--- config.mk ---
export PLATFORM = sky130hd
export DESIGN_NAME = bus_arb
export DESIGN_NICKNAME = d
export VERILOG_FILES = /design/src/rtl/bus_arb.sv
export SDC_FILE = /design/constraint.sdc
export NUM_CORES = 1
export LEC_CHECK = 0
export BUFFER_PORTS_ARGS = -buffer_cell sky130_fd_sc_hd__buf_2
export CAP_MARGIN = 20
export CORE_AREA = 2 2 108 110
export DETAILED_ROUTE_END_ITERATION = 8
export DIE_AREA = 0 0 110 112
export GPL_ROUTABILITY_DRIVEN = 0
export GPL_TIMING_DRIVEN = 0
export PLACE_DENSITY_LB_ADDON = 0.1
export SLEW_MARGIN = 5
export SYNTH_ARGS = -nofsm -noshare
export SYNTH_HDL_FRONTEND = slang
export SYNTH_SLANG_ARGS = --single-unit
export TNS_END_PERCENT = 1
--- constraint.sdc ---
create_clock -name i_clk -period 2 [get_ports i_clk]
set_clock_uncertainty 0.05 [all_clocks]
set_input_delay 0 -clock i_clk [delete_from_list [all_inputs] [get_ports i_clk]]
set_output_delay 0 -clock i_clk [all_outputs]
set_load 0.05 [all_outputs]
--- src/rtl/bus_arb.sv ---
// Two-master memory arbiter: an instruction fetch port (ibus) and a data port (dbus)
// share one memory port, with dbus priority bounded by a starvation limit and a grant watchdog.
module bus_arb #(
  parameter int STARVE_MAX = 4,
  parameter int TIMEOUT    = 255
) (
  input  logic        i_clk,
  input  logic        i_rst,
  input  logic [31:0] i_ibus_addr,
  input  logic        i_ibus_req,
  output logic [31:0] o_ibus_data,
  output logic        o_ibus_rsp,
  input  logic [31:0] i_dbus_addr,
  input  logic [31:0] i_dbus_wdata,
  input  logic [3:0]  i_dbus_sel,
  input  logic        i_dbus_we,
  input  logic        i_dbus_req,
  output logic [31:0] o_dbus_rdata,
  output logic        o_dbus_rsp,
  output logic [31:0] o_mem_addr,
  output logic [31:0] o_mem_wdata,
  output logic [3:0]  o_mem_sel,
  output logic        o_mem_we,
  output logic        o_mem_req,
  input  logic [31:0] i_mem_rdata,
  input  logic        i_mem_rsp,
  output logic [1:0]  o_owner,
  output logic        o_err
);

  // Handshake: a requester holds req and its request fields stable until its rsp;
  // rsp is a one-cycle pulse, and req may drop or re-assert the cycle after it.
  // Memory side: o_mem_req stays high for the whole grant until an i_mem_rsp pulse.

  typedef enum logic [1:0] {
    IDLE  = 2'b00,
    GNT_I = 2'b01,
    GNT_D = 2'b10
  } state_t;

  localparam logic [3:0] SMAX    = 4'(STARVE_MAX);
  localparam bit         TO_EN   = (TIMEOUT != 0);
  localparam logic [7:0] TO_LAST = 8'(TIMEOUT - 1);

  state_t      state, state_nxt;
  logic [3:0]  streak, streak_nxt;
  logic [7:0]  wdog;
  logic        wdog_hit;

  // wdog holds the number of completed grant cycles, so the TIMEOUT-th grant cycle fires.
  assign wdog_hit = TO_EN && (wdog == TO_LAST);

  always_ff @(posedge i_clk or posedge i_rst) begin
    if (i_rst) begin
      state  <= IDLE;
      streak <= 4'd0;
      wdog   <= 8'd0;
    end else begin
      state  <= state_nxt;
      streak <= streak_nxt;
      if (state == IDLE)
        wdog <= 8'd0;
      else if (wdog != 8'hFF)
        wdog <= wdog + 8'd1;
    end
  end

  always_comb begin
    state_nxt    = state;
    streak_nxt   = streak;
    o_mem_addr   = 32'd0;
    o_mem_wdata  = 32'd0;
    o_mem_sel    = 4'd0;
    o_mem_we     = 1'b0;
    o_mem_req    = 1'b0;
    o_ibus_data  = 32'd0;
    o_ibus_rsp   = 1'b0;
    o_dbus_rdata = 32'd0;
    o_dbus_rsp   = 1'b0;
    o_err        = 1'b0;
    o_owner      = state;
    case (state)
      IDLE: begin
        if (i_dbus_req && (!i_ibus_req || streak < SMAX)) begin
          state_nxt  = GNT_D;
          streak_nxt = i_ibus_req ? streak + 4'd1 : 4'd0;
        end else if (i_ibus_req) begin
          state_nxt  = GNT_I;
          streak_nxt = 4'd0;
        end
      end
      GNT_I: begin
        o_mem_req  = 1'b1;
        o_mem_addr = i_ibus_addr;
        o_mem_sel  = 4'hF;
        if (i_mem_rsp) begin
          o_ibus_rsp  = 1'b1;
          o_ibus_data = i_mem_rdata;
          state_nxt   = IDLE;
        end else if (wdog_hit) begin
          o_ibus_rsp  = 1'b1;
          o_ibus_data = 32'hDEADBEEF;
          o_err       = 1'b1;
          state_nxt   = IDLE;
        end
      end
      GNT_D: begin
        o_mem_req   = 1'b1;
        o_mem_addr  = i_dbus_addr;
        o_mem_wdata = i_dbus_wdata;
        o_mem_sel   = i_dbus_sel;
        o_mem_we    = i_dbus_we;
        if (i_mem_rsp) begin
          o_dbus_rsp   = 1'b1;
          o_dbus_rdata = i_mem_rdata;
          state_nxt    = IDLE;
        end else if (wdog_hit) begin
          o_dbus_rsp   = 1'b1;
          o_dbus_rdata = 32'hDEADBEEF;
          o_err        = 1'b1;
          state_nxt    = IDLE;
        end
      end
      default: state_nxt = IDLE;
    endcase
  end

endmodule

Word level (Yosys, flattened, before mapping)
Cells that the tools add are included.

Flip-flop bits (word level): 14. Latch bits: 0. Bits in writable memories: 0. Memory bits (read-only): 0. Output and inout bits: 139. Logic and storage cells: 46. Memories: 0.

Add/sub/neg operators: 2. Multiply operators: 0. Div/mod/pow operators: 0. Magnitude comparators: 1. Equality and inequality tests: 6. Shift-type cells: 0. Multiplexer cells: 25. Bitwise logic cells: 0. Reductions and logical operators: 9.

Operator list (count): $mux W32 (5); $pmux W32 S2 (1); $mux W8 (2); $mux W4 (3); $add A8 B1 Y8 const B (1); $eq A8 B8 Y1 const B (1); $mux W1 (8); $mux W2 (4); $ne A8 B8 Y1 const B (1); $pmux W4 S2 (1); $add A4 B1 Y4 const B (1); $lt A4 B3 Y1 const B (1); $pmux W2 S2 (1); $reduce_and A2 Y1 (2); $reduce_bool A2 Y1 (2); $ne A3 B1 Y1 const B (1); $ne A3 B2 Y1 const B (1); $eq A2 B1 Y1 const B (1); $eq A2 B2 Y1 const B (1); $logic_not A2 Y1 (1); $reduce_or A2 Y1 (1); $logic_and A1 B1 Y1 (1); $logic_not A1 Y1 (1); $logic_or A1 B1 Y1 (1).

Longest topological paths before layout
Gate-level depths: netlist of the first run.

Depth after elaboration: 5. Depth in mapped cells: 7.

Least setup slack after synthesis of the first run
Ideal clock, no wire load.

Kind: register to output. Start: register state[0] (netlist: o_owner[0]). End: output o_mem_addr[0]. Arrival time: 2.640 ns. Required time: 1.950 ns. Setup slack: -0.690 ns. Stages on the path, launching flop included: 6. Buffers on the path: 2. Cells stage by stage: dfrtp_1 > inv_1 > ha_1 > clkbuf_1 > clkbuf_1 > nor2b_1.

Word-level cells in the longest chain between the ends: 2. Elaborated cells on any way between the ends: 3. Those cells by class: eq/ne (2); mux (1).

RTL lines: start, declared (RTL line 45) `state_t state, state_nxt;`; start signal, assigned (RTL line 59) `state <= state_nxt;`; $eq A2 B2 Y1 / $eq A2 B1 Y1 (equally long branches) (RTL line 82) `case (state)`; $pmux W32 S2 (*) (RTL line 82); end, declared (RTL line 20) `output logic [31:0] o_mem_addr,`.

Every way passes the cells marked *; elsewhere a longest branch is shown, timed or not.

Final worst setup path of the first run
Start: register wdog[0]. End: output o_dbus_rdata[11].

Word-level cells in the longest chain between the ends: 4.

RTL lines: start, declared (RTL line 47) `logic [7:0] wdog;`; start signal, assigned (RTL line 64) `wdog <= wdog + 8'd1;`; $eq A8 B8 Y1 (RTL line 51) `assign wdog_hit = TO_EN && (wdog == TO_LAST);`; $mux W32 (RTL line 117) `end else if (wdog_hit) begin`; $mux W32; $mux W32 (RTL line 82); end, declared (RTL line 18) `output logic [31:0] o_dbus_rdata,`.

No other way between the ends.

==> results of run 1 <==
## critical path, cell delays in order, from the launching register on
cell     delay [ns]
dfrtp_2        0.40
inv_2          0.04
ha_1           0.19
and3_4         0.19
and2_4         0.15
o21ai_4        0.22
buf_6          0.18
nor2_1         0.06
buf_4          0.20
## synth_stat cells (3+ instances only)
library cell   n
nor2b_1       60
nor2_1        57
and2_1        34
a22oi_1       32
clkbuf_1      20
and3_1        18
dfrtp_1       14
a21oi_1        8
nand2_1        8
ha_1           7
inv_1          5
buf_1          4
nand3_1        4
buf_4          3
o21ai_0        3
xnor2_1        3
## placed cells by master, fill, tap and decap left out, drive strengths merged, types with 8 or more instances in the layout
cell type    n
a22oi       32
and2        35
nor2b       60
nand2        8
a21oi        8
buf        274
dfrtp       14
clkbuf      35
nor2        57
and3        18
## metrics by stage
step	setup TNS, ns	power (mW)	util
global placement	-6.29	6.22	0.347
CTS	-0.0824	6.87	0.370
global route	-0.0551	7.37	0.383
finish	0	6.97	0.383
floorplan	-4.23	4.99	-
detailed placement	-8.02	6.24	0.347
## worst max-delay path by stage
stage	slack, ns	endpoint	depth (start not counted)
floorplan	-0.11	o_dbus_rdata[10]	6
global placement	-0.21	o_mem_addr[16]	7
detailed placement	-0.24	o_mem_addr[10]	7
CTS	-0.03	o_dbus_rdata[11]	8
global route	-0.01	o_dbus_rdata[11]	8
finish	0.08	o_dbus_rdata[11]	8
## power by group through the flow
stage / registers, mW / clock network (mW) / logic (mW)
6_report: 0.426 / 0.421 / 6.13
5_1_grt: 0.439 / 0.448 / 6.49
4_1_cts: 0.422 / 0.434 / 6.01
3_5_place_dp: 0.420 / 0 / 5.82
3_3_place_gp: 0.420 / 0 / 5.80
2_1_floorplan: 0.476 / 0 / 4.52
## logic make-up (layout without fill, tap and decap cells)
group | Yosys count | count (layout) | synth area share
adder cells (fa/ha/maj) | 7 | 7 | 0.0423
buffers and inverters | 36 | 318 | 0.0749
XOR/XNOR | 3 | 3 | 0.0127
AO/OA/AOI/OAI | 56 | 56 | 0.210
flip-flops | 14 | 14 | 0.169
AND/OR/NAND/NOR | 188 | 188 | 0.491
## area by class of cell
cell class / instances / area [um2]
Multi-Input combinational cell: 254 / 1840
Clock buffer: 4 / 88.8
Tap cell: 143 / 179
Fill cell: 1214 / 6890
Sequential cell: 14 / 354
Buffer: 27 / 181
Timing Repair Buffer: 280 / 1610
Inverter: 7 / 26.3
## state kept, by name, summed over array words and instances, names as in the netlist
signal and count:
o_owner 2, streak 4, wdog 8
## metal layers
| layer | share of wire | wire length, um | track usage |
|---|---|---|---|
| met4 | 0.0045 | 48 | 0.0236 |
| met2 | 0.54 | 5740 | 0.301 |
| met5 | 0 | 0 | 0 |
| met3 | 0.060 | 644 | 0.0181 |
| met1 | 0.40 | 4260 | 0.190 |
## timing repair
action                                 CTS  global route
setup endpoints to repair              120            89
endpoints found under the hold margin   15             0
gates resized for setup                 51            72
buffers inserted                         2             1
pin swaps                                2             2
hold buffers                             2             0
==> impl_metrics.yaml, run 1 <==
floorplan:
  die_x_um: 110
  die_h_um: 112
  rows: 39
  ios: 277
  initial_core_util: 0.185
  die_area_um2: 12300
  core_um2: 11200
place:
  place_inst: 722
  dp_hpwl_mm: 8.96
  place_ws_ns: -0.243
  io_buffers: 275
  placed_cell_area_um2: 3880
power:
  pwr-share-clk: 0.060
  seq_power_share: 0.061
  power.density_nw_per_um2: 1630
  peakVddDrop_mv: 0.618
  p_sw_frac: 0.615
  p_int_mw: 2.69
  combPwrFrac: 0.879
  cellLeakagePower_nw: 2.40
  switching_power_mw: 4.28
global_route:
  track_usage: 0.158
  grt_start_max_net_pins: 15
  grt_overflow: 0
  antenna_found_initial: 0
  grt_pass1_wl_mm: 15.5
  grt_pass1_vias: 2922
sta:
  rsz0062_at_grt: "yes"
  finalHoldViolations: 0
  worst_slew_pin_slew_ns: 0.626
  hold_slack_ns: 0.0390
  max_freq_mhz: 520
  fin_ws_ns: 0.0762
  fin_crit_ns: 1.92
  setup_viol: 0
  timing.final.crit_share: 0.962
  slew_headroom: 0.578
  drv_slew: 0
setup_path:
  reg2regPathDepth: 6
  crit_arrival_ns: 1.87
  cp_data_required_time_ns: 1.95
  endpoint_kind: "output pin"
  r2r_setup_slack_ns: 0.28
  startpoint_type: "flop"
  crit_start: "wdog[0]"
  path_class: "reg -> out"
  r2r_start: "o_owner[0]"
  cp_max_fo: 10
  r2r_end: "o_owner[0]"
route:
  dr_total_vias: 3153
  drt-initial-drc-count: 134
  drtAntennaViolNets: 0
  drc: 0
  wl_mm: 10.7
  vias_per_cell: 4.33
  routedWlPerCell_um: 14.7
  firstDrtPassIters: 4
synth:
  synth_cell_types: 36
  ys_seq_area_frac: 0.169
  synth_area_um2: 2070
  syn_area_per_cell_um2: 6.81
  async_reset_ff_frac: 1.00
  synth_top_area_frac: 0.181
  synth_ff_type: "dfrtp_1"
  ys_ff_latch: 14
  syn_inst: 304
  yosys_warnings: 0
  yosys.area.top_type: "nor2b_1"
  synth_area_leaders: "nor2b_1, dfrtp_1, a22oi_1"
  syn-num-nets: 449
  synth_edf_count: 0
final_layout:
  fin_cells: 729
  num-nets-final: 732
  final_area_um2: 4280
  diodes: 0
  syn_to_final_growth_pct: 107
  drive_gt1_frac: 0.602
cts:
  clkSinkCount: 14
  clockRootBuffer: "clkbuf_16"
  cts_buffers: 3
  clk_latency_ns: 0.25
  cts_tree: "yes"
  htreeDepth: 1
  clk_pin_slew_ns: 0.05
  clockBufferDepth: 2
hold_path:
  whs_endpoint: "streak[0]"
  min-delay-start: "i_ibus_req"
  holdPathStages: 3
  hp-class: "in -> reg"
flow_run:
  drv_cap: 0
outcome:
  status: "complete, no violations"
Power figures use the tool's default switching activity.
==> run 2, diff against run 1 <==
--- a/config.mk
+++ b/config.mk
@@ -12,6 +12,7 @@
 export DIE_AREA = 0 0 110 112
 export GPL_ROUTABILITY_DRIVEN = 0
 export GPL_TIMING_DRIVEN = 0
+export HOLD_SLACK_MARGIN = 0.15
 export PLACE_DENSITY_LB_ADDON = 0.1
 export SLEW_MARGIN = 5
 export SYNTH_ARGS = -nofsm -noshare
==> impl_metrics.yaml, run 2 (synthesized netlist as in run 1, its figures left out) <==
power:
  peakVddDrop_mv: 0.618
  power.density_nw_per_um2: 1630
  cellLeakagePower_nw: 2.41
sta:
  drv_slew: 0
  fin_ws_ns: 0.0753
  finalHoldViolations: 0
  worst_slew_pin_slew_ns: 0.626
  timing.final.crit_share: 0.962
  final.setup.tns_ns: 0
  setup_viol: 0
  rsz0062_at_grt: "yes"
  fin_crit_ns: 1.92
  max_freq_mhz: 520
  slew_headroom: 0.578
global_route:
  antenna_found_initial: 0
  grt_pass1_vias: 2922
  top_usage_layer: "met2"
  track_usage: 0.158
  met1_usage: 0.189
  grt_overflow: 0
  use_met3: 0.0181
  met2_usage: 0.301
  grt_start_max_net_pins: 15
  grt_pass1_wl_mm: 15.5
floorplan:
  initial_core_util: 0.185
  die_x_um: 110
  die_area_um2: 12300
  ios: 277
  core_um2: 11200
  die_h_um: 112
  rows: 39
setup_path:
  path_cells: "inv_2 -> ha_1 -> and3_4 -> and2_4 -> o21ai_4 -> buf_6 -> nor2_1 -> buf_4"
  startpoint_type: "flop"
  cp_data_required_time_ns: 1.95
  slowest_delay_ns: 0.40
  crit_arrival_ns: 1.87
  path_class: "reg -> out"
  endpoint_kind: "output pin"
  worst_path_max_delay_cell: "dfrtp_2"
  cp_max_fo: 10
cts:
  clk_pin_slew_ns: 0.05
  cts_tree: "yes"
  clockBufferDepth: 2
  clk_latency_ns: 0.25
  clockRootBuffer: "clkbuf_16"
  clkSinkCount: 14
  cts_buffers: 3
  htreeDepth: 1
flow_run:
  drv_cap: 0
final_layout:
  num-nets-final: 733
  syn_to_final_growth_pct: 107
  drive_gt1_frac: 0.601
  layout_common_cells: "buf_2, nor2_1, and2_1, a22oi_1, nor2b_4"
  final_common_cell: "buf_2"
  largest_register_ffs: 8
  final_area_um2: 4290
  regMostFlops: "wdog"
  post-route-util: 0.384
  diodes: 0
place:
  dp_hpwl_mm: 8.96
  place_ws_ns: -0.243
  placed_cell_area_um2: 3880
  io_buffers: 275
outcome:
  status: "complete, no violations"
route:
  firstDrtPassIters: 4
  drc: 0
  dr_total_vias: 3145
  drtAntennaViolNets: 0
  wl_mm: 10.7
  vias_per_cell: 4.31
  drt-initial-drc-count: 113
  routedWlPerCell_um: 14.7
hold_path:
  hp-class: "in -> async"
run 2: power breakdown:
part / internal (mW) / switching, mW / leakage (nW)
registers: 0.352 / 0.0734 / 0.186
logic: 2.03 / 4.09 / 2.18
clock network: 0.303 / 0.120 / 0.0442
run 2: worst max-delay path: cells and delay by family, from the launching register on:
kind | cells | cell delay, ns
flops | 1 | 0.40
fa+ha+maj | 1 | 0.19
buf+inv | 3 | 0.42
simple gates | 3 | 0.40
compound gates | 1 | 0.22
run 2: what timing repair did:
item,4_1_cts,5_1_grt
endpoints found under the hold margin,18,0
pin swaps,2,2
setup endpoints to repair,120,89
resized for setup,51,72
buffers inserted,2,1
hold buffers,3,0
run 2: layout make-up:
| cell class | instances | area [um2] |
|---|---|---|
| plain buffers | 27 | 181 |
| clock buffers | 4 | 88.8 |
| fillers | 1214 | 6880 |
| inverters | 7 | 26.3 |
| multi-input cells | 254 | 1840 |
| flip-flops and latches | 14 | 354 |
| well taps | 143 | 179 |
| repair buffers | 281 | 1620 |
run 2: stage by stage:
| step | power (mW) | cells | hold WS, ns |
|---|---|---|---|
| after floorplan | 4.99 | 304 | -0.161 |
| after global placement | 6.22 | 722 | 0.0357 |
| after detailed placement | 6.24 | 722 | 0.0350 |
| after CTS | 6.87 | 729 | 0.320 |
| after global routing | 7.38 | 730 | 0.366 |
| final | 6.98 | 730 | 0.300 |
run 2: path summary, 6_finish.rpt:
path	start	end	slack [ns]	cells after the start
max in group asynchronous	i_rst	wdog[0]	1.19	3
hold / removal	i_rst	streak[3]	0.30	3
setup reg to reg	o_owner[0]	o_owner[0]	0.28	6
setup / recovery	wdog[0]	o_dbus_rdata[11]	0.08	8
hold reg to reg	streak[0]	streak[0]	0.44	1
min in group i_clk	i_mem_rdata[30]	o_ibus_data[30]	0.35	4
run 2: per-layer routing:
metal | wire length (um) | vias up
li1 | - | 1584
met1 | 4260 | 1458
met2 | 5740 | 99
met3 | 647 | 4
met4 | 48 | 0
met5 | 0 | -
==> run 3, diff against run 2 <==
--- a/config.mk
+++ b/config.mk
@@ -13,7 +13,7 @@
 export GPL_ROUTABILITY_DRIVEN = 0
 export GPL_TIMING_DRIVEN = 0
 export HOLD_SLACK_MARGIN = 0.15
-export PLACE_DENSITY_LB_ADDON = 0.1
+export PLACE_DENSITY_LB_ADDON = 0.15
 export SLEW_MARGIN = 5
 export SYNTH_ARGS = -nofsm -noshare
 export SYNTH_HDL_FRONTEND = slang
==> impl_metrics.yaml, run 3 (synthesized netlist as in run 1, its figures left out) <==
hold_path:
  hp-class: "in -> async"
cts:
  clk_latency_ns: 0.24
  clkSinkCount: 14
  clk_pin_slew_ns: 0.05
  cts_buffers: 3
  cts_tree: "yes"
  clockBufferDepth: 2
  htreeDepth: 1
  clockRootBuffer: "clkbuf_16"
sta:
  slew_headroom: 0.569
  setup_viol: 0
  rsz0062_at_grt: "yes"
  finalHoldViolations: 0
  final.setup.tns_ns: 0
  fin_ws_ns: 0.0432
  worst_slew_pin_slew_ns: 0.640
  max_freq_mhz: 511
  fin_crit_ns: 1.96
  drv_slew: 0
  timing.final.crit_share: 0.978
outcome:
  status: "complete, no violations"
flow_run:
  drv_cap: 0
place:
  placed_cell_area_um2: 3880
  io_buffers: 275
  place_ws_ns: -0.233
  dp_hpwl_mm: 8.52
final_layout:
  drive_gt1_frac: 0.606
  final_area_um2: 4340
  largest_register_ffs: 8
  layout_common_cells: "buf_2, nor2_1, and2_1, a22oi_1, nor2b_4"
  num-nets-final: 740
  final_common_cell: "buf_2"
  syn_to_final_growth_pct: 110
  diodes: 0
  regMostFlops: "wdog"
power:
  power.density_nw_per_um2: 1610
  peakVddDrop_mv: 0.731
  fin_total_pwr_mw: 7.01
  cellLeakagePower_nw: 2.46
setup_path:
  r2r_setup_slack_ns: 0.21
  cp_data_required_time_ns: 1.95
  crit_arrival_ns: 1.91
  startpoint_type: "flop"
  r2r_start: "o_owner[0]"
  cp_max_fo: 11
  r2r_end: "o_owner[0]"
  endpoint_kind: "output pin"
  reg2regPathDepth: 6
  path_class: "reg -> out"
floorplan:
  ios: 277
  core_um2: 11200
  die_h_um: 112
  die_x_um: 110
  rows: 39
  die_area_um2: 12300
  initial_core_util: 0.185
global_route:
  grt_overflow: 0
  track_usage: 0.152
  grt_pass1_vias: 2926
  grt_pass1_wl_mm: 15.0
  grt_start_max_net_pins: 15
  antenna_found_initial: 0
route:
  drc: 0
  vias_per_cell: 4.37
  routedWlPerCell_um: 14.3
  drt-initial-drc-count: 127
  firstDrtPassIters: 4
  wl_mm: 10.5
  dr_total_vias: 3220
  drtAntennaViolNets: 0
## run 3: changes by cell type in the layout (fill, tap and decap cells not counted), sizes merged
cell | before | now
buf | 274 | 294
clkbuf | 35 | 22
## run 3: worst max path at each step
| stage | startpoint | to | cells after the start |
|---|---|---|---|
| floorplan | o_owner[0] | o_dbus_rdata[10] | 6 |
| global placement | o_owner[1] | o_mem_addr[9] | 7 |
| detailed placement | o_owner[1] | o_mem_addr[16] | 7 |
| CTS | o_owner[0] | o_mem_sel[1] | 5 |
| global route | o_owner[0] | o_mem_sel[1] | 5 |
| finish | o_owner[0] | o_mem_addr[9] | 5 |
## run 3: stage by stage
stage,hold slack (ns),std cells,util
finish,0.304,737,0.388
floorplan,-0.161,304,-
CTS,0.324,730,0.367
global route,0.370,737,0.388
global placement,0.0372,722,0.347
detailed placement,0.0382,722,0.347
## run 3: cell type report
| class | count | area (um2) |
|---|---|---|
| Buffer | 27 | 173 |
| Tap cell | 143 | 179 |
| Clock buffer | 4 | 88.8 |
| Timing Repair Buffer | 288 | 1680 |
| Sequential cell | 14 | 354 |
| Fill cell | 1153 | 6830 |
| Multi-Input combinational cell | 254 | 1840 |
| Inverter | 7 | 26.3 |
## run 3: per-layer routing
metal	vias to the layer above	part of all wire	global-route usage	wire (um)
li1	1598	-	-	-
met1	1511	0.41	0.185	4280
met2	103	0.54	0.288	5670
met3	8	0.048	0.0129	502
met4	0	0.0065	0.0262	68
met5	-	0	0	0
## run 3: report_power, final
group          leakage, nW  total, mW  internal (mW)  switching (mW)
Sequential           0.186      0.414          0.350          0.0637
Combinational         2.23       6.17           2.05            4.12
Clock               0.0442      0.421          0.303           0.118
## run 3: what timing repair did
item | in CTS | in global routing
cloned | 0 | 4
gates resized for setup | 38 | 84
pin swaps | 2 | 2
setup endpoints to repair | 120 | 91
hold endpoints to repair | 18 | 0
hold buffers | 3 | 0
setup buffers | 3 | 3
## run 3: worst max-delay path, stage by stage, from the launching register on
cell      delay, ns
dfrtp_2        0.42
inv_1          0.10
ha_2           0.46
clkbuf_4       0.26
nor2b_4        0.15
buf_2          0.27
